[config.mk]
export PLATFORM = sky130hd
export DESIGN_NAME = status_monitor
export DESIGN_NICKNAME = d
export VERILOG_FILES = /design/src/rtl/status_monitor.sv
export SDC_FILE = /design/constraint.sdc
export NUM_CORES = 1
export LEC_CHECK = 0
export BUFFER_PORTS_ARGS = -buffer_cell sky130_fd_sc_hd__buf_2
export CORE_ASPECT_RATIO = 0.6
export CORE_MARGIN = 8
export CORE_UTILIZATION = 49
export DETAILED_ROUTE_END_ITERATION = 8
export PLACE_DENSITY_LB_ADDON = 0.12
export SLEW_MARGIN = 25
export SYNTH_ARGS = -nofsm -noshare
export SYNTH_HDL_FRONTEND = slang
export SYNTH_SLANG_ARGS = --single-unit
[constraint.sdc]
create_clock -name clock -period 2.1 [get_ports clock]
set_clock_uncertainty 0.05 [all_clocks]
set_input_delay 0.105 -clock clock [delete_from_list [all_inputs] [get_ports clock]]
set_output_delay 0.105 -clock clock [all_outputs]
set_load 0.01 [all_outputs]
[src/rtl/status_monitor.sv]
// Frame counter with heartbeat, blank-edge watchdog, and per-channel XERR sync/latch/stretch.
// Optional build macro STATUS_MONITOR_WDOG_EN enables the watchdog and status_orange.
module status_monitor #(
  parameter int unsigned COUNT_WIDTH    = 10,
  parameter int unsigned ERR_CH         = 2,
  parameter int unsigned STRETCH_CYCLES = 4096,
  parameter int unsigned WDOG_CYCLES    = 65536
) (
  input  logic                   clock,
  input  logic                   reset,
  input  logic                   led_blank,
  input  logic [ERR_CH-1:0]      led_xerr,
  input  logic                   err_clear,
  output logic [COUNT_WIDTH-1:0] frame_count,
  output logic [ERR_CH-1:0]      err_sticky,
  output logic                   status_yellow,
  output logic                   status_orange,
  output logic                   status_red
);

  localparam int unsigned StretchW = $clog2(STRETCH_CYCLES + 1);
  localparam logic [StretchW-1:0] StretchLoad = StretchW'(STRETCH_CYCLES);

  logic                   blank_prev_q;
  logic                   rise;
  logic [COUNT_WIDTH-1:0] frame_count_q, frame_count_d;
  logic [ERR_CH-1:0]      sync1_q, sync2_q;
  logic [ERR_CH-1:0]      err_s;
  logic [ERR_CH-1:0]      sticky_q, sticky_d;
  logic [StretchW-1:0]    stretch_q [ERR_CH];
  logic [StretchW-1:0]    stretch_d [ERR_CH];
  logic [ERR_CH-1:0]      stretched;

  assign rise  = led_blank & ~blank_prev_q;
  assign err_s = ~sync2_q;

  always_comb begin
    frame_count_d = frame_count_q;
    if (rise) begin
      frame_count_d = frame_count_q + 1'b1;
    end
  end

  // Set wins over clear so an error arriving with err_clear is never lost.
  assign sticky_d = (sticky_q & ~{ERR_CH{err_clear}}) | err_s;

  always_comb begin
    for (int i = 0; i < int'(ERR_CH); i++) begin
      stretch_d[i] = stretch_q[i];
      if (err_s[i]) begin
        stretch_d[i] = StretchLoad;
      end else if (stretch_q[i] != '0) begin
        stretch_d[i] = stretch_q[i] - 1'b1;
      end
      stretched[i] = (stretch_q[i] != '0);
    end
  end

  always_ff @(posedge clock) begin
    if (reset) begin
      blank_prev_q  <= 1'b0;
      frame_count_q <= '0;
      sync1_q       <= '1;
      sync2_q       <= '1;
      sticky_q      <= '0;
      for (int i = 0; i < int'(ERR_CH); i++) begin
        stretch_q[i] <= '0;
      end
    end else begin
      blank_prev_q  <= led_blank;
      frame_count_q <= frame_count_d;
      sync1_q       <= led_xerr;
      sync2_q       <= sync1_q;
      sticky_q      <= sticky_d;
      for (int i = 0; i < int'(ERR_CH); i++) begin
        stretch_q[i] <= stretch_d[i];
      end
    end
  end

  assign frame_count   = frame_count_q;
  assign status_yellow = frame_count_q[COUNT_WIDTH-1];
  assign err_sticky    = sticky_q;
  assign status_red    = |stretched;

`ifdef STATUS_MONITOR_WDOG_EN
  localparam int unsigned WdogW = $clog2(WDOG_CYCLES);
  localparam logic [WdogW-1:0] WdogMax = WdogW'(WDOG_CYCLES - 1);

  logic [WdogW-1:0] wdog_q, wdog_d;
  logic             orange_q, orange_d;

  // A rise both restarts the count and clears the flag, even on the saturation cycle.
  always_comb begin
    wdog_d   = wdog_q;
    orange_d = orange_q;
    if (rise) begin
      wdog_d   = '0;
      orange_d = 1'b0;
    end else if (wdog_q == WdogMax) begin
      orange_d = 1'b1;
    end else begin
      wdog_d = wdog_q + 1'b1;
    end
  end

  always_ff @(posedge clock) begin
    if (reset) begin
      wdog_q   <= '0;
      orange_q <= 1'b0;
    end else begin
      wdog_q   <= wdog_d;
      orange_q <= orange_d;
    end
  end

  assign status_orange = orange_q;
`else
  // No watchdog built; the parameter is still referenced and the result is a constant 0.
  assign status_orange = 1'b0 && (WDOG_CYCLES != 0);
`endif

endmodule

==> results of run 1 <==
## critical path: cells and delay by family (launching register included)
family / cells / cell delay, ps
simple gates: 3 / 1060
fa+ha+maj: 1 / 210
compound gates: 1 / 180
buf+inv: 1 / 70
flops: 1 / 360
## sequential cells by signal (all words and copies together), names as in the netlist
name and cells:
sync1_q 2, err_sticky 2, stretch_q 26, sync2_q 2, frame_count 10, blank_prev_q 1
## cell usage in the layout, fill, tap and decap left out, types with 6 or more instances in the layout
cell type	n
o31ai_1	7
nand2_1	12
a21oi_1	15
buf_4	6
or2_2	6
nand2b_1	9
nor2_1	19
buf_2	19
clkbuf_8	7
or3_1	6
nand3_1	6
dfxtp_1	41
xor2_1	9
## area by class of cell
type                            instances  area share (%)
Inverter                                4           0.655
Tap cell                               47            2.56
Clock buffer                            8            4.36
Multi-Input combinational cell        159            47.8
Timing Repair Buffer                   27            6.98
Sequential cell                        43            37.6
## power by group through the flow
stage                     combinational (mW)  sequential [mW]  clock [mW]
final                                   1.59             1.25       0.576
after global routing                    1.75             1.28       0.627
after CTS                               1.48             1.22       0.588
after detailed placement                1.45             1.23           0
after global placement                  1.38             1.22           0
after floorplan                         1.11             1.17           0
## routing by layer
layer / global-route usage, % / share of wire [%] / wire length (µm) / vias up
met1: 17.0 / 48 / 2070 / 787
met2: 22.1 / 47 / 2030 / 38
li1: - / - / - / 834
met5: 0 / 0 / 0 / -
met4: 7.32 / 1.2 / 51 / 0
met3: 3.92 / 4.3 / 185 / 5
## worst min-delay path by stage
stage / startpoint / slack, ps / endpoint
floorplan: led_xerr[0] / 160 / sync1_q[0]$_SDFF_PP1_
global placement: led_xerr[0] / 240 / sync1_q[0]$_SDFF_PP1_
detailed placement: led_xerr[0] / 240 / sync1_q[0]$_SDFF_PP1_
CTS: led_blank / 5 / blank_prev_q$_SDFF_PP0_
global route: led_blank / 40 / blank_prev_q$_SDFF_PP0_
finish: led_blank / 10 / blank_prev_q$_SDFF_PP0_
## cells by family after synthesis
family | Yosys count | share of synthesized area, %
simple gates | 98 | 30.3
flops | 43 | 44.0
fa+ha+maj | 5 | 3.20
other cells | 1 | 0.192
mux | 2 | 1.02
buf+inv | 11 | 2.49
compound gates | 40 | 13.0
xor+xnor | 13 | 5.82
## timing repair
action / 4_1_cts / 5_1_grt
pin swaps: 0 / 1
cloned: 0 / 0
hold endpoints to repair: 2 / 0
buffers inserted: 0 / 0
gates resized for setup: 2 / 11
endpoints found under the setup margin: 2 / 11
hold buffers: 2 / 0
==> metrics.txt, run 1 <==
final hold vios=0; Final period util=96.0%; DRC Markers=0; placed insts=278; Core ar.=roughly 3700 µm²; #FFs+latches synth=43; sequential group share of total power=36.6%; worst hold path type=in2reg; Root Buffer=clkbuf_8; setup ws final=84.9 ps; Storage cell area=around 860 µm²; Die H=64.9 µm; I/O pin total=21; most numerous cell in the Yosys netlist=dfxtp_1; Gate power share=between 40% and 50%; FF-to-FF path depth=6; antenna violations before repair=0; TritonCTS clock tree=built; CP max stage delay=620 ps; status=finished, final reports clean; Non-Filler Instances=between 200 and 300; Cells after Synth=213; Initial Util=around 52%; Tmin final=around 2000 ps; Switch Pwr=1.32 mW; top_reg_cell synth=dfxtp_1; clock power share=16.9%; Pleak=0.913 nW; CP startpoint kind=flip-flop; Routed wire per std cell=15.1 µm; Design Area, Final=2290 µm²; DR pass1 iterations=4; Crit path required time=2270 ps; syn_nets=224; Int Power=2.08 mW; Max FO, Critical Path=7; WL final=4.34 mm; Die Span X=97.6 µm; Hold Path Depth=2; slowest CP cell=or4_2; R2R Setup Slk=around 85 ps; Max Fclk=496 MHz; hold_ws=about 13 ps; area share of the largest cell type after synthesis=approximately 44%; Worst Setup End Kind=flip-flop; GRT overflow=0; H-tree depth=2; Placed Area=2120 µm²; Clk Latency, worst-skew pair=300 ps; Max-cap violations=0; Pwr Density=1490 nW/µm²; GPL Wtd Cong=just under 0.9; layout cells sized above 1=24.5%; post-synth cell types=47; multi-input logic area=about 1100 µm²; Final Slew Violations=0; final layout net count=~250; worst vdd ir=0.829 mV; vias per cell=5.78; Post-Syn Area=1960 µm²; top cells by area, synth=dfxtp_1 44%, xor2_1 4.0%, a21oi_1 3.8%; Avg Cell Area, Syn=9.18 µm²; crit path DAT=2190 ps; Clock transition at path regs=80 ps; pre-CTS setup slack=about 44 ps; IO Port Bufs=19; DR vias=1,664; Setup violations, final=0; vias in the first global route=about 1,600; crit path to=stretch_q[0][5]$_SDFFE_PP0P_; Post-synth EDFFs=0; number of clock sinks=43; first-pass GRT wire length=7.34 mm; CTS Buf Count=5; Post-synth top cells=43 x dfxtp_1, 19 x nor2_1, 15 x a21oi_1; n_diodes=0; reg2reg start=stretch_q[0][0]$_SDFFE_PP0P_; DP HPWL=3.06 mm; Final ANT Viol Nets=0; row count=17; Power, Total=~3.4 mW; Yosys warning count=0; final core occ=61.3%; crit path cell chain=inv_2 > ha_1 > nor2b_1 > and3_2 > or4_2 > a21oi_1; Net Sw Frac=38.9%; GRT Util Overall=13.9%; fill cell count=308; Area Growth Syn to Fin=17.3%; Seq/Total Area, Yosys=44.0%; dominant cell type by area after synthesis=dfxtp_1; Worst Setup SP=stretch_q[0][0]$_SDFFE_PP0P_; die area=6340 µm²; Post-synth ARST share=0%; total negative slack=0 ps; largest net degree at the start of global routing=24; kind of critical path=reg2reg; worst r2r dst=stretch_q[0][5]$_SDFFE_PP0P_; clk buf depth=2; DRT iter0 DRCs=89
Power figures use the tool's default switching activity.
==> run 2, diff against run 1 <==
- clock period: 2.1 -> 1.87 ns (I/O delays scaled with it)
==> metrics.txt, run 2 (synthesis results as in run 1) <==
status=complete, but fails checks; failing checks=negative setup slack; Root Buffer=clkbuf_8; Initial Util=52.2%; Area Growth Syn to Fin=29.8%; GPL Wtd Cong=0.831; Hold Path Depth=2; crit path cell chain=inv_4 > ha_1 > buf_4 > nor4b_4 > nand3_1 > or2_2 > buf_2; Crit path max-delay family=simple AND/OR/NAND/NOR gates; Largest register FFs=26; die area=between 6000 and 7000 µm²; worst hold path type=in2reg; clk buf depth=2; WL final=~4.6 mm; final layout net count=270; Final ANT Viol Nets=0; total negative slack=-186 ps; Final period util=106%; DRC Markers=0; Crit path required time=1730 ps; DP HPWL=3.22 mm; FF-to-FF path depth=7; worst path bufs/invs=3; Final Slew Violations=0; vias in the first global route=1,625; final hold vios=0; Power, Total=4.52 mW; TritonCTS clock tree=built; Die H=64.9 µm; Core ar.=~3700 µm²; final core occ=around 68%; Reg with most FFs=stretch_q; most common cell after layout, fill and taps aside=dfxtp_1; DR pass1 iterations=4; number of clock sinks=43; Pwr Density=1780 nW/µm²; setup ws final=-119 ps; I/O pin total=21; CP max stage delay=350 ps; CP startpoint kind=flip-flop; antenna violations before repair=0; slowest CP cell=dfxtp_2; vias per cell=roughly 5.6; Setup violations, final=2; Routed wire per std cell=14.9 µm; Clock transition at path regs=80 ps; largest net degree at the start of global routing=24; kind of critical path=reg2out; n_diodes=0; relative slew slack=66.3%; H-tree depth=2; DRT iter0 DRCs=84; most frequent cells in the layout=39 x dfxtp_1, 23 x buf_4, 19 x nor2_1, 19 x buf_2, 12 x nand2_1; critical path depth=7; Tmin final=1990 ps; IO Port Bufs=19; RSZ-0062 raised after global routing=yes; layout cells sized above 1=35.4%; Max FO, Critical Path=3; first-pass GRT wire length=between 7 and 8 mm; CTS Buf Count=5; Pleak=between 1 and 1.5 nW; Die Span X=between 90 and 100 µm; crit path DAT=~1900 ps; hold_ws=~15 ps; fill cell count=296; worst vdd ir=1.17 mV; Max-cap violations=0; Tightest Pin Transition=~500 ps; Worst Setup End Kind=primary output; GRT overflow=0; row count=17; Clk Latency, worst-skew pair=290 ps; DR vias=between 1,500 and 2,000; GRT Util Overall=between 10% and 20%; Max Fclk=503 MHz
==> run 2: changes by cell type in the layout (fill, tap and decap cells not counted), moves of 3 or more <==
cell	delta
a21oi_1	-4
a21oi_2	+4
buf_4	+17
inv_4	+3
==> run 2: where the power goes <==
part           total (mW)  internal (mW)  leakage [nW]  switching, mW
sequential           1.42           1.15         0.354          0.279
clock               0.556          0.262        0.0422          0.294
combinational        2.53           1.36         0.625           1.17
total                4.52           2.77          1.02           1.75
==> run 2: final timing paths <==
| check | start | end | slack (ps) |
|---|---|---|---|
| min reg2reg | sync1_q[0]$_SDFF_PP1_ | sync2_q[0]$_SDFF_PP1_ | 370 |
| max | stretch_q[0][13]$_SDFFE_PP0P_ | status_red | -120 |
| max reg2reg | stretch_q[0][0]$_SDFFE_PP0P_ | stretch_q[0][8]$_SDFFE_PP0P_ | -70 |
| min | led_blank | blank_prev_q$_SDFF_PP0_ | 20 |
==> run 2: per-stage QoR <==
stage	area, µm²	setup slack [ps]	std cells
finish	2540	-119	307
global placement	2260	-23.5	292
global route	2540	-198	307
floorplan	1990	-6.66	213
CTS	2440	-82.7	305
detailed placement	2260	-116	292
==> run 2: final cells by class <==
class	count	area, µm²	area share (%)
tap	47	58.8	2.32
inverter	4	22.5	0.887
clock inverter	1	5.00	0.197
sequential	43	866	34.1
multi-input combinational	159	1200	47.3
timing repair buffer	46	310	12.2
clock buffer	7	76.3	3.01
==> run 2: timing repair <==
item | CTS | global route
gates resized for setup | 15 | 19
endpoints found under the hold margin | 2 | 0
pin swaps | 4 | 4
setup buffers | 3 | 2
cloned | 0 | 0
setup endpoints to repair | 14 | 14
hold buffers | 2 | 0
==> run 2: routing by layer <==
layer / part of all wire, % / GRT usage [%] / vias up
met5: 0 / 0 / -
li1: - / - / 865
met2: 47 / 23.8 / 36
met4: 0.81 / 5.82 / 0
met1: 49 / 16.9 / 820
met3: 3.8 / 4.66 / 6
==> run 2: worst register-to-register path: cells and delay by family, from the launching register on <==
family / cells / cell delay, ps
simple gates: 2 / 780
compound gates: 2 / 390
flops: 1 / 340
buf+inv: 2 / 180
fa+ha+maj: 1 / 120
==> run 3, diff against run 2 <==
- CORE_UTILIZATION: 49 -> 57
- SLEW_MARGIN: 25 -> 20
==> metrics.txt, run 3 (synthesis results as in run 1) <==
Non-Filler Instances=roughly 310; Core ar.=3260 µm²; Tmin final=1930 ps; Largest register FFs=26; Max Fclk=519 MHz; Final Slew Violations=0; Crit path required time=between 1500 and 2000 ps; first-pass GRT wire length=approximately 7.8 mm; die area=5620 µm²; Setup violations, final=1; worst hold path type=in2reg; Initial Util=59.9%; GRT overflow=0; DP HPWL=3.32 mm; largest net degree at the start of global routing=24; row count=16; relative slew slack=roughly 64%; final hold vios=0; vias per cell=5.81; slowest CP cell=dfxtp_2; TritonCTS clock tree=built; RSZ-0062 raised after global routing=yes; DR pass1 iterations=4; Area Growth Syn to Fin=35.6%; Root Buffer=clkbuf_8; Worst Setup End Kind=primary output; n_diodes=0; Pwr Density=approximately 1800 nW/µm²; Power, Total=4.89 mW; pre-CTS setup slack=-114 ps; Final period util=103%; R2R Setup Slk=10 ps; kind of critical path=reg2out; H-tree depth=2; Final ANT Viol Nets=0; status=complete, but fails checks; GPL Wtd Cong=~0.89; Tightest Pin Transition=541 ps; failing checks=negative setup slack; Hold Path Depth=2; IO Port Bufs=19; vias in the first global route=1,661; CP max stage delay=between 300 and 400 ps; hold path start=led_blank; final layout net count=279; worst r2r dst=stretch_q[0][10]$_SDFFE_PP0P_; reg2reg start=stretch_q[0][5]$_SDFFE_PP0P_; crit path DAT=1780 ps; setup ws final=-55.6 ps; antenna violations before repair=0; Reg with most FFs=stretch_q; placed insts=290; Clk Latency, worst-skew pair=290 ps; clk buf depth=2; CP startpoint kind=flip-flop; Routed wire per std cell=between 15 and 20 µm; Design Area, Final=2650 µm²; Die Span X=91.6 µm; Pleak=1.08 nW; Max-cap violations=0; most frequent cells in the layout=35 x dfxtp_1, 32 x buf_4, 19 x nor2_1, 19 x buf_2, 12 x nand2_1; GRT Util Overall=approximately 17%; worst vdd ir=1.03 mV; DRT iter0 DRCs=189; Clock transition at path regs=80 ps; Hold EP=blank_prev_q$_SDFF_PP0_; number of clock sinks=43; I/O pin total=21; Die H=just over 60 µm; DRC Markers=0; Placed Area=2260 µm²; Max FO, Critical Path=3; most common cell after layout, fill and taps aside=dfxtp_1; layout cells sized above 1=40.5%; crit path cell chain=inv_4 > ha_4 > nor4b_4 > buf_4 > nand3_1 > or2_2 > buf_2; DR vias=1,825; FF-to-FF path depth=4; CTS Buf Count=5; WL final=5.10 mm
[run 3: cell types whose count changed in the layout (fill, tap and decap cells not counted), moves of 2 or more]
cell,change
nor4_1,-2
dfxtp_2,+4
nor4_2,+2
buf_4,+9
clkbuf_8,+2
dfxtp_1,-4
[run 3: how the worst max path moves through the flow]
stage	start	to	slack, ps	cells after the start
after floorplan	stretch_q[0][1]$_SDFFE_PP0P_	stretch_q[0][8]$_SDFFE_PP0P_	-7	6
final	stretch_q[0][13]$_SDFFE_PP0P_	status_red	-60	7
after global routing	stretch_q[0][13]$_SDFFE_PP0P_	status_red	-110	7
after detailed placement	stretch_q[0][13]$_SDFFE_PP0P_	stretch_q[0][13]$_SDFFE_PP0P_	-110	6
after global placement	stretch_q[0][13]$_SDFFE_PP0P_	stretch_q[0][13]$_SDFFE_PP0P_	-40	6
after CTS	stretch_q[0][13]$_SDFFE_PP0P_	status_red	-60	7
[run 3: final cells by class]
type / count / area, µm²
Tap cell: 45 / 56.3
Sequential cell: 43 / 871
Clock buffer: 8 / 100
Fill cell: 193 / 611
Inverter: 4 / 22.5
Timing Repair Buffer: 55 / 378
Multi-Input combinational cell: 159 / 1220
[run 3: timing repair]
item	CTS	global route
endpoints found under the setup margin	12	13
setup buffers	7	7
pin swaps	7	6
hold buffers	2	0
hold endpoints to repair	2	0
cloned	0	0
gates resized for setup	16	26
[run 3: per-layer routing]
layer  share of wire, %  routed length (µm)  GRT usage [%]
met1                 47                2390           23.0
met2                 47                2380           27.3
met3                6.1                 310           4.99
met4               0.24                  12           2.77
met5                  0                   0              0
[run 3: metrics by stage]
step	setup TNS (ps)	util, %	hold slack, ps
floorplan	-13.8	-	147
global placement	-170	69.1	225
detailed placement	-735	69.1	240
CTS	-72.0	76.8	13.1
global route	-287	81.3	30.4
finish	-55.6	81.3	30.6
[run 3: report_power, final]
part           internal [mW]  leakage, nW  switching [mW]
sequential              1.15        0.355           0.280
clock                  0.337       0.0515           0.303
combinational           1.54        0.675            1.27
[run 3: critical path, delay by kind of cell, from the launching register on]
kind                     cells  cell delay (ps)
buffers and inverters        3              380
AND/OR/NAND/NOR              3              650
flip-flops                   1              340
adder cells (fa/ha/maj)      1              140
